**src/rtl/hdu_scoreboard_pkg.sv**
```systemverilog
// rtl/hdu_scoreboard_pkg.sv - shared defaults and types for the hazard detection unit
package hdu_scoreboard_pkg;

  localparam int RF_ADDR_WIDTH_DEFAULT   = 5;
  localparam int MAX_OUTSTANDING_DEFAULT = 4;

  // Individual hazard causes evaluated for the instruction sitting in ID
  typedef struct packed {
    logic raw;
    logic waw;
    logic str;
  } hazard_t;

endpackage

```
**src/rtl/hdu_busy_table.sv**
```systemverilog
// rtl/hdu_busy_table.sv - per-register busy bits for in-flight long-latency results
module hdu_busy_table #(
  parameter int ADDR_WIDTH = 5,
  localparam int NUM_REGS = 2 ** ADDR_WIDTH
) (
  input  logic                  clk,
  input  logic                  rst,
  input  logic                  setEn,
  input  logic [ADDR_WIDTH-1:0] setIdx,
  input  logic                  clrEn,
  input  logic [ADDR_WIDTH-1:0] clrIdx,
  output logic [NUM_REGS-1:0]   busy
);

  logic [NUM_REGS-1:0] setMask;
  logic [NUM_REGS-1:0] clrMask;

  // Decode set/clear requests into one-hot masks
  always_comb begin
    setMask = setEn ? (NUM_REGS'(1) << setIdx) : '0;
    clrMask = clrEn ? (NUM_REGS'(1) << clrIdx) : '0;
  end

  // Clear first, then set, so a coincident set wins; x0 can never be busy
  always_ff @(posedge clk) begin
    if (rst) begin
      busy <= '0;
    end else begin
      busy <= ((busy & ~clrMask) | setMask) & ~NUM_REGS'(1);
    end
  end

endmodule

```
**src/rtl/hdu_scoreboard.sv**
```systemverilog
// rtl/hdu_scoreboard.sv - scoreboard hazard detection unit beside the ID stage
module hdu_scoreboard
  import hdu_scoreboard_pkg::*;
#(
  parameter int RF_ADDR_WIDTH   = RF_ADDR_WIDTH_DEFAULT,
  parameter int MAX_OUTSTANDING = MAX_OUTSTANDING_DEFAULT,
  localparam int CNT_WIDTH = $clog2(MAX_OUTSTANDING + 1),
  localparam int NUM_REGS  = 2 ** RF_ADDR_WIDTH
) (
  input  logic                     clk,
  input  logic                     rst,
  input  logic                     idValid,
  input  logic [RF_ADDR_WIDTH-1:0] idRs1,
  input  logic [RF_ADDR_WIDTH-1:0] idRs2,
  input  logic                     idUsesRs1,
  input  logic                     idUsesRs2,
  input  logic [RF_ADDR_WIDTH-1:0] idRd,
  input  logic                     idRegWrite,
  input  logic                     idLongLat,
  input  logic                     branchOrJump,
  input  logic                     wbValid,
  input  logic [RF_ADDR_WIDTH-1:0] wbRd,
  output logic                     stall,
  output logic                     flush,
  output logic                     issue,
  output logic [NUM_REGS-1:0]      busyVec,
  output logic [CNT_WIDTH-1:0]     outstanding,
  output logic                     protoErr
);

  logic [NUM_REGS-1:0] wbMask;
  logic [NUM_REGS-1:0] busyEff;
  hazard_t             haz;
  logic                incr;
  logic                decr;
  logic                setEn;
  logic                clrEn;

  // Hazard equations; the register completing this cycle is treated as ready
  always_comb begin
    wbMask  = wbValid ? (NUM_REGS'(1) << wbRd) : '0;
    busyEff = busyVec & ~wbMask;
    haz.raw = (idUsesRs1 && (idRs1 != '0) && busyEff[idRs1]) ||
              (idUsesRs2 && (idRs2 != '0) && busyEff[idRs2]);
    haz.waw = idRegWrite && (idRd != '0) && busyEff[idRd];
    // Deliberately ignores a same-cycle retire to keep the path short
    haz.str = idLongLat && (outstanding == CNT_WIDTH'(MAX_OUTSTANDING));
    flush   = branchOrJump;
    stall   = idValid && !flush && (haz.raw || haz.waw || haz.str);
    issue   = idValid && !flush && !stall;
    incr    = issue && idLongLat;
    decr    = wbValid && (outstanding != '0);
    setEn   = incr && idRegWrite && (idRd != '0);
    clrEn   = wbValid && (wbRd != '0);
  end

  hdu_busy_table #(
    .ADDR_WIDTH(RF_ADDR_WIDTH)
  ) u_busyTable (
    .clk    (clk),
    .rst    (rst),
    .setEn  (setEn),
    .setIdx (idRd),
    .clrEn  (clrEn),
    .clrIdx (wbRd),
    .busy   (busyVec)
  );

  // In-flight counter and sticky error for a completion with nothing outstanding
  always_ff @(posedge clk) begin
    if (rst) begin
      outstanding <= '0;
      protoErr    <= 1'b0;
    end else begin
      if (incr && !decr) begin
        outstanding <= outstanding + CNT_WIDTH'(1);
      end else if (decr && !incr) begin
        outstanding <= outstanding - CNT_WIDTH'(1);
      end
      if (wbValid && (outstanding == '0)) begin
        protoErr <= 1'b1;
      end
    end
  end

endmodule

```
**config.mk**
```make
export PLATFORM = sky130hd
export DESIGN_NAME = hdu_scoreboard
export DESIGN_NICKNAME = d
export VERILOG_FILES = /design/src/rtl/hdu_scoreboard_pkg.sv /design/src/rtl/hdu_busy_table.sv /design/src/rtl/hdu_scoreboard.sv
export SDC_FILE = /design/constraint.sdc
export NUM_CORES = 1
export LEC_CHECK = 0
export ABC_AREA = 1
export CORE_MARGIN = 2
export CORE_UTILIZATION = 49
export CTS_CLUSTER_SIZE = 10
export DETAILED_ROUTE_END_ITERATION = 16
export GPL_ROUTABILITY_DRIVEN = 1
export PLACE_DENSITY = 0.89
export SYNTH_ARGS = -nofsm -noshare
export SYNTH_HDL_FRONTEND = slang
export SYNTH_SLANG_ARGS = --single-unit
```
**constraint.sdc**
```tcl
create_clock -name clk -period 9.2 [get_ports clk]
set_input_delay 1.84 -clock clk [delete_from_list [all_inputs] [get_ports clk]]
set_output_delay 1.84 -clock clk [all_outputs]
set_load 0.05 [all_outputs]
```
==> flow_summary.yaml, run 1 <==
grt:
  grt_max_degree: 36
  grt_antenna_before_repair: 0
  grt_usage: 0.3346
  overflow: 0
  grt_pass1_vias: 3513
  grt_pass1_wl_microns: 18690
routing:
  post_drt_wl_per_cell_microns: 16.86
  drtAntennaViolNets: 0
  drc: 0
  via_per_inst: 5.718
  num_vias: 4014
  first_pass_iters: 7
  drt_iter0_markers: 512
  wl_microns: 11830
power:
  peakVddDrop_uv: 157.8
  switching_power_mw: 0.1798
  p_leak_nw: 1.712
  swShare: 0.3868
  pwr-share-clk: 0.276
  intPower_mw: 0.2850
  combPwrFrac: 0.360
  seqPwrFrac: 0.364
  p_per_area_nw_per_um2: 121.6
timing:
  fin_crit_ns: 7.125
  max_slew_margin: 0.2141
  hold_violations: 0
  clock_skew_ns: 0.006321
  min_period_over_period: 0.7745
  fmax_mhz: 140.3
  slew_viol_final: 0
  worst_pin_slew_ns: 1.175
  rsz0062_at_grt: "false"
  finalSetupViolCount: 0
  finalSetupTns_ns: 0
critical_path:
  crit_fanout: 22
  crit_path_start_kind: "primary input"
  path_class: "in2out"
  endpoint_kind: "primary output"
  r2r_cells: 16
  cp.required_ns: 7.36
  critPathArrivalTime_ns: 5.29
floorplan:
  dieArea_sq_um: 7007
  fp-row-count: 29
  fp.dieW_microns: 83.71
  start_util: 0.4988
  die_h_microns: 83.71
  core_area_sq_um: 6241
  io-pin-count: 68
finish:
  n_fill_cell: 646
  area_growth_pct: 22.83
  diodes: 0
  post-route-util: 0.6127
  nNetsFinal: 655
  drive_above_1_share: 0.02240
synthesis:
  mappedNetlistNets: 615
  netlist_instances: 584
  async_flop_share: 0
  yosys_warnings: 0
  synth_seq_cells: 35
  synth.avg_cell_area_sq_um: 5.330
  synth_edf_count: 0
  ys.flop_type: "dfxtp_1"
  synth.distinct_cells: 25
  synth_area_sq_um: 3113
  synth_seq_area_share: 0.2251
worst_hold_path:
  hold_class: "reg2reg"
  hold_depth: 2
cts:
  cts_num_sinks: 35
  ctsResizeCount: 0
  cts_buffers: 5
  cts_buffer_depth: 2
  clk_pin_slew_ns: 0.07
  cts-root-buf: "clkbuf_8"
  cts-htree-levels: 2
  holdBufCountCts: 0
  post_cts_buffers: 0
  clock_latency_ns: 0.29
  cts_tree: "built"
run:
  drv_cap: 0
placement:
  io_buffers: 66
  globalplace.congestion: 1.035
  hpwl_microns: 9097
status:
  status: "completed"
kinds of logic (layout without fill, tap and decap cells):
kind of cell	count (synthesis)	after routing	share of synthesized area
and+or+nand+nor	408	408	0.5671
buffers and inverters	106	147	0.1362
DFF	35	35	0.2251
AOI/OAI and AO/OA	31	31	0.05707
adders and majority gates	2	2	0.01045
other	1	1	0.001205
xor gates and xnor gates	1	1	0.002814
per-stage QoR:
stage | power [mW] | instances | cell area (sq um) | hold WS (ns) | setup WS (ns)
floorplan | 0.2873 | 584 | 3113 | 0.6674 | 3.324
global placement | 0.3347 | 694 | 3724 | 0.4375 | 2.223
detailed placement | 0.3372 | 694 | 3724 | 0.4456 | 2.163
CTS | 0.4645 | 702 | 3824 | 0.4573 | 2.160
global route | 0.4882 | 702 | 3824 | 0.4964 | 1.813
finish | 0.4648 | 702 | 3824 | 0.4561 | 2.075
layout make-up:
class                      count  area, sq um  share of cell area
sequential                    35        700.7              0.1832
clock buffer                   8        100.1             0.02618
multi-input combinational    443         1988              0.5200
tap                           77        96.34             0.02520
inverter                      72        270.3             0.07068
timing repair buffer          67        668.1              0.1747
registers in the layout, summed over array words and instances, names as in the netlist:
register          cells
outstanding           3
protoErr              1
u_busyTable.busy     31
synthesized netlist by cell type, drive strengths merged (3+ instances only):
master    n  area share
a21oi    20       0.032
buf      14       0.025
clkbuf   20       0.024
dfxtp    35        0.23
inv      71       0.086
nand2   133        0.16
nand3    95        0.15
nand4    38       0.076
nor2    140        0.17
o21ai     3      0.0048
o21bai    3      0.0072
placed cells by master (no fill, tap or decap), drive strengths merged:
master and count:
a21boi 1, a21oi 20, buf 1, clkbuf 8, clkdlybuf4s50 66, clkinv 1
conb 1, dfxtp 35, fa 1, ha 1, inv 71, nand2 133
nand3 95, nand4 38, nor2 140, nor3 2, o21a 2, o21ai 3
o21bai 3, o41ai 2, xor2 1
per-layer routing:
layer	part of all wire	up-vias	track usage
met1	0.43	1762	0.4918
li1	-	1946	-
met4	0.021	0	0.09531
met2	0.43	284	0.5018
met5	0	-	0
met3	0.12	22	0.05737
power by group through the flow:
stage | clock network (mW) | logic (mW) | registers [mW]
final | 0.128 | 0.167 | 0.169
after global placement | 0 | 0.162 | 0.172
after CTS | 0.130 | 0.165 | 0.169
after global routing | 0.135 | 0.182 | 0.171
after floorplan | 0 | 0.0883 | 0.199
after detailed placement | 0 | 0.164 | 0.173
path summary, 6_finish.rpt:
| kind | from | end | slack (ns) |
|---|---|---|---|
| worst min register to register | protoErr | protoErr | 0.46 |
| worst min-delay path | protoErr | protoErr | 0.46 |
| worst max register to register | u_busyTable.busy[12] | u_busyTable.busy[21] | 6.05 |
| worst max-delay path | idRd[3] | stall | 2.07 |
critical path, cell delays in order:
cell	delay [ns]
clkdlybuf4s50_1	0.95
clkinv_1	0.68
a21oi_1	0.29
nand3_1	0.10
nand3_1	0.09
nand3_1	0.11
nand2_1	0.10
nand2_1	0.05
nand2_1	0.07
nor2_2	0.05
nor3_1	0.13
clkdlybuf4s50_1	0.83
Power figures use the tool's default switching activity.
==> run 2, diff against run 1 <==
==> constraint.sdc (replaced) <==
create_clock -name clk -period 7.2 [get_ports clk]
set_input_delay 1.44 -clock clk [delete_from_list [all_inputs] [get_ports clk]]
set_output_delay 1.44 -clock clk [all_outputs]
set_load 0.05 [all_outputs]
==> flow_summary.yaml, run 2 (synthesis results as in run 1) <==
routing:
  first_pass_iters: 5
  wl_microns: 11880
  post_drt_wl_per_cell_microns: 16.83
  via_per_inst: 5.751
  drtAntennaViolNets: 0
  drc: 0
  drt_iter0_markers: 523
  num_vias: 4060
critical_path:
  path_buf_inv: 4
  endpoint_kind: "primary output"
  cp.depth: 16
  cp_slowest_cell: "clkdlybuf4s50_1"
  r2r_cells: 16
  crit_path_start_kind: "primary input"
  crit_chain: "clkdlybuf4s50_1 > inv_1 > nor3_1 > nand2_1 > nand3_1 > nand3_1 > nand3_1 > nand3_1 > nand2_1 > nand2_1 > nand3_1 > nand2_1 > nor2_2 > nand2_1 > inv_1 > clkdlybuf4s50_1"
  max_stage_delay_ns: 0.79
  critPathArrivalTime_ns: 4.76
  cp.required_ns: 5.76
  reg2reg_slack_ns: 4.12
  crit_fanout: 13
  crit_end: "issue"
  worstReg2RegStart: "u_busyTable.busy[12]"
  startpoint: "wbRd[3]"
  path_class: "in2out"
  critical_path.top_delay_family: "buffers and inverters"
  r2r_end: "u_busyTable.busy[21]"
cts:
  cts-htree-levels: 2
  cts-root-buf: "clkbuf_8"
  cts_tree: "built"
  post_cts_buffers: 0
  cts_buffers: 5
  clock_latency_ns: 0.30
  cts_buffer_depth: 2
  holdBufCountCts: 0
  ctsResizeCount: 0
  cts_num_sinks: 35
  clk_pin_slew_ns: 0.08
power:
  combPwrFrac: 0.372
  p_leak_nw: 1.721
  swShare: 0.4066
  p_per_area_nw_per_um2: 151.9
  pwr-share-clk: 0.257
  peakVddDrop_uv: 202.4
  switching_power_mw: 0.2371
  seqPwrFrac: 0.371
  intPower_mw: 0.3460
grt:
  grt_pass1_vias: 3599
  grt_usage: 0.3315
  grt_antenna_before_repair: 0
  grt_pass1_wl_microns: 18620
  overflow: 0
  grt_max_degree: 36
timing:
  finalSetupTns_ns: 0
  max_slew_margin: 0.2144
  worst_pin_slew_ns: 1.175
  rsz0062_at_grt: "false"
  clock_skew_ns: 0.006175
  hold_violations: 0
  finalSetupViolCount: 0
  slew_viol_final: 0
  fin_crit_ns: 6.203
  min_period_over_period: 0.8615
  fmax_mhz: 161.2
placement:
  io_buffers: 66
  dpl_cell_area_sq_um: 3754
  globalplace.congestion: 1.073
  hpwl_microns: 9076
floorplan:
  core_area_sq_um: 6241
  fp.dieW_microns: 83.71
  io-pin-count: 68
  dieArea_sq_um: 7007
  start_util: 0.4988
  fp-row-count: 29
  die_h_microns: 83.71
finish:
  largest_reg_flops: 31
  area_growth_pct: 23.31
  nNetsFinal: 659
  fin_area_sq_um: 3839
  diodes: 0
  final_common_cell: "nor2_1"
  reg_top3: "u_busyTable.busy x31, outstanding x3, protoErr x1"
  drive_above_1_share: 0.02862
  final_cell_mix: "nor2_1, nand2_1, nand3_1, inv_1, clkdlybuf4s50_1"
  regMostFlops: "u_busyTable.busy"
worst_hold_path:
  hold_class: "reg2reg"
status:
  status: "completed"
run:
  drv_cap: 0
-- run 2: cell types whose count changed in the layout (fill, tap and decap cells not counted), sizes merged --
| cell | delta |
|---|---|
| buf | +4 |
| clkbuf | -2 |
| clkinv | +1 |
| clkinvlp | +1 |
-- run 2: worst min-delay path by stage --
stage / from / to / slack [ns] / cells past startpoint
floorplan: protoErr / protoErr / 0.67 / 2
global placement: protoErr / protoErr / 0.44 / 2
detailed placement: protoErr / protoErr / 0.44 / 2
CTS: protoErr / protoErr / 0.45 / 2
global route: protoErr / protoErr / 0.47 / 2
finish: protoErr / protoErr / 0.45 / 2
-- run 2: tightest hold or removal path, stage by stage (launching register included) --
cell and delay [ns]:
dfxtp_1 0.31, inv_1 0.05, a21oi_1 0.05
-- run 2: per-stage QoR --
stage               setup slack, ns  power (mW)  hold slack (ns)  instances  utilization
global placement              1.117      0.4305           0.4379        698       0.6014
finish                       0.9969      0.5831           0.4518        706       0.6151
CTS                           1.062      0.5806           0.4531        706       0.6151
floorplan                     2.124      0.3671           0.6674        584            -
global route                 0.7325      0.6079           0.4745        706       0.6151
detailed placement            1.061      0.4351           0.4412        698       0.6014
-- run 2: cell type report --
cell class                      count  area [sq um]
Clock inverter                      2         12.51
Tap cell                           77         96.34
Multi-Input combinational cell    443          1988
Timing Repair Buffer               71         698.2
Inverter                           72         270.3
Fill cell                         637          2402
Sequential cell                    35         700.7
Clock buffer                        6         72.57
-- run 2: power by group through the flow --
stage	Clock (mW)	Sequential (mW)	Combinational, mW
2_1_floorplan	0	0.254	0.113
3_3_place_gp	0	0.220	0.211
3_5_place_dp	0	0.221	0.214
4_1_cts	0.149	0.217	0.215
5_1_grt	0.156	0.218	0.234
6_report	0.150	0.217	0.217
-- run 2: routing by layer --
layer  vias to the layer above  wire (microns)  global-route usage
met5                         -               0                   0
met4                         0             327              0.1070
met3                        27            1285             0.05341
met2                       284            4985              0.4895
met1                      1803            5284              0.4903
li1                       1946               -                   -
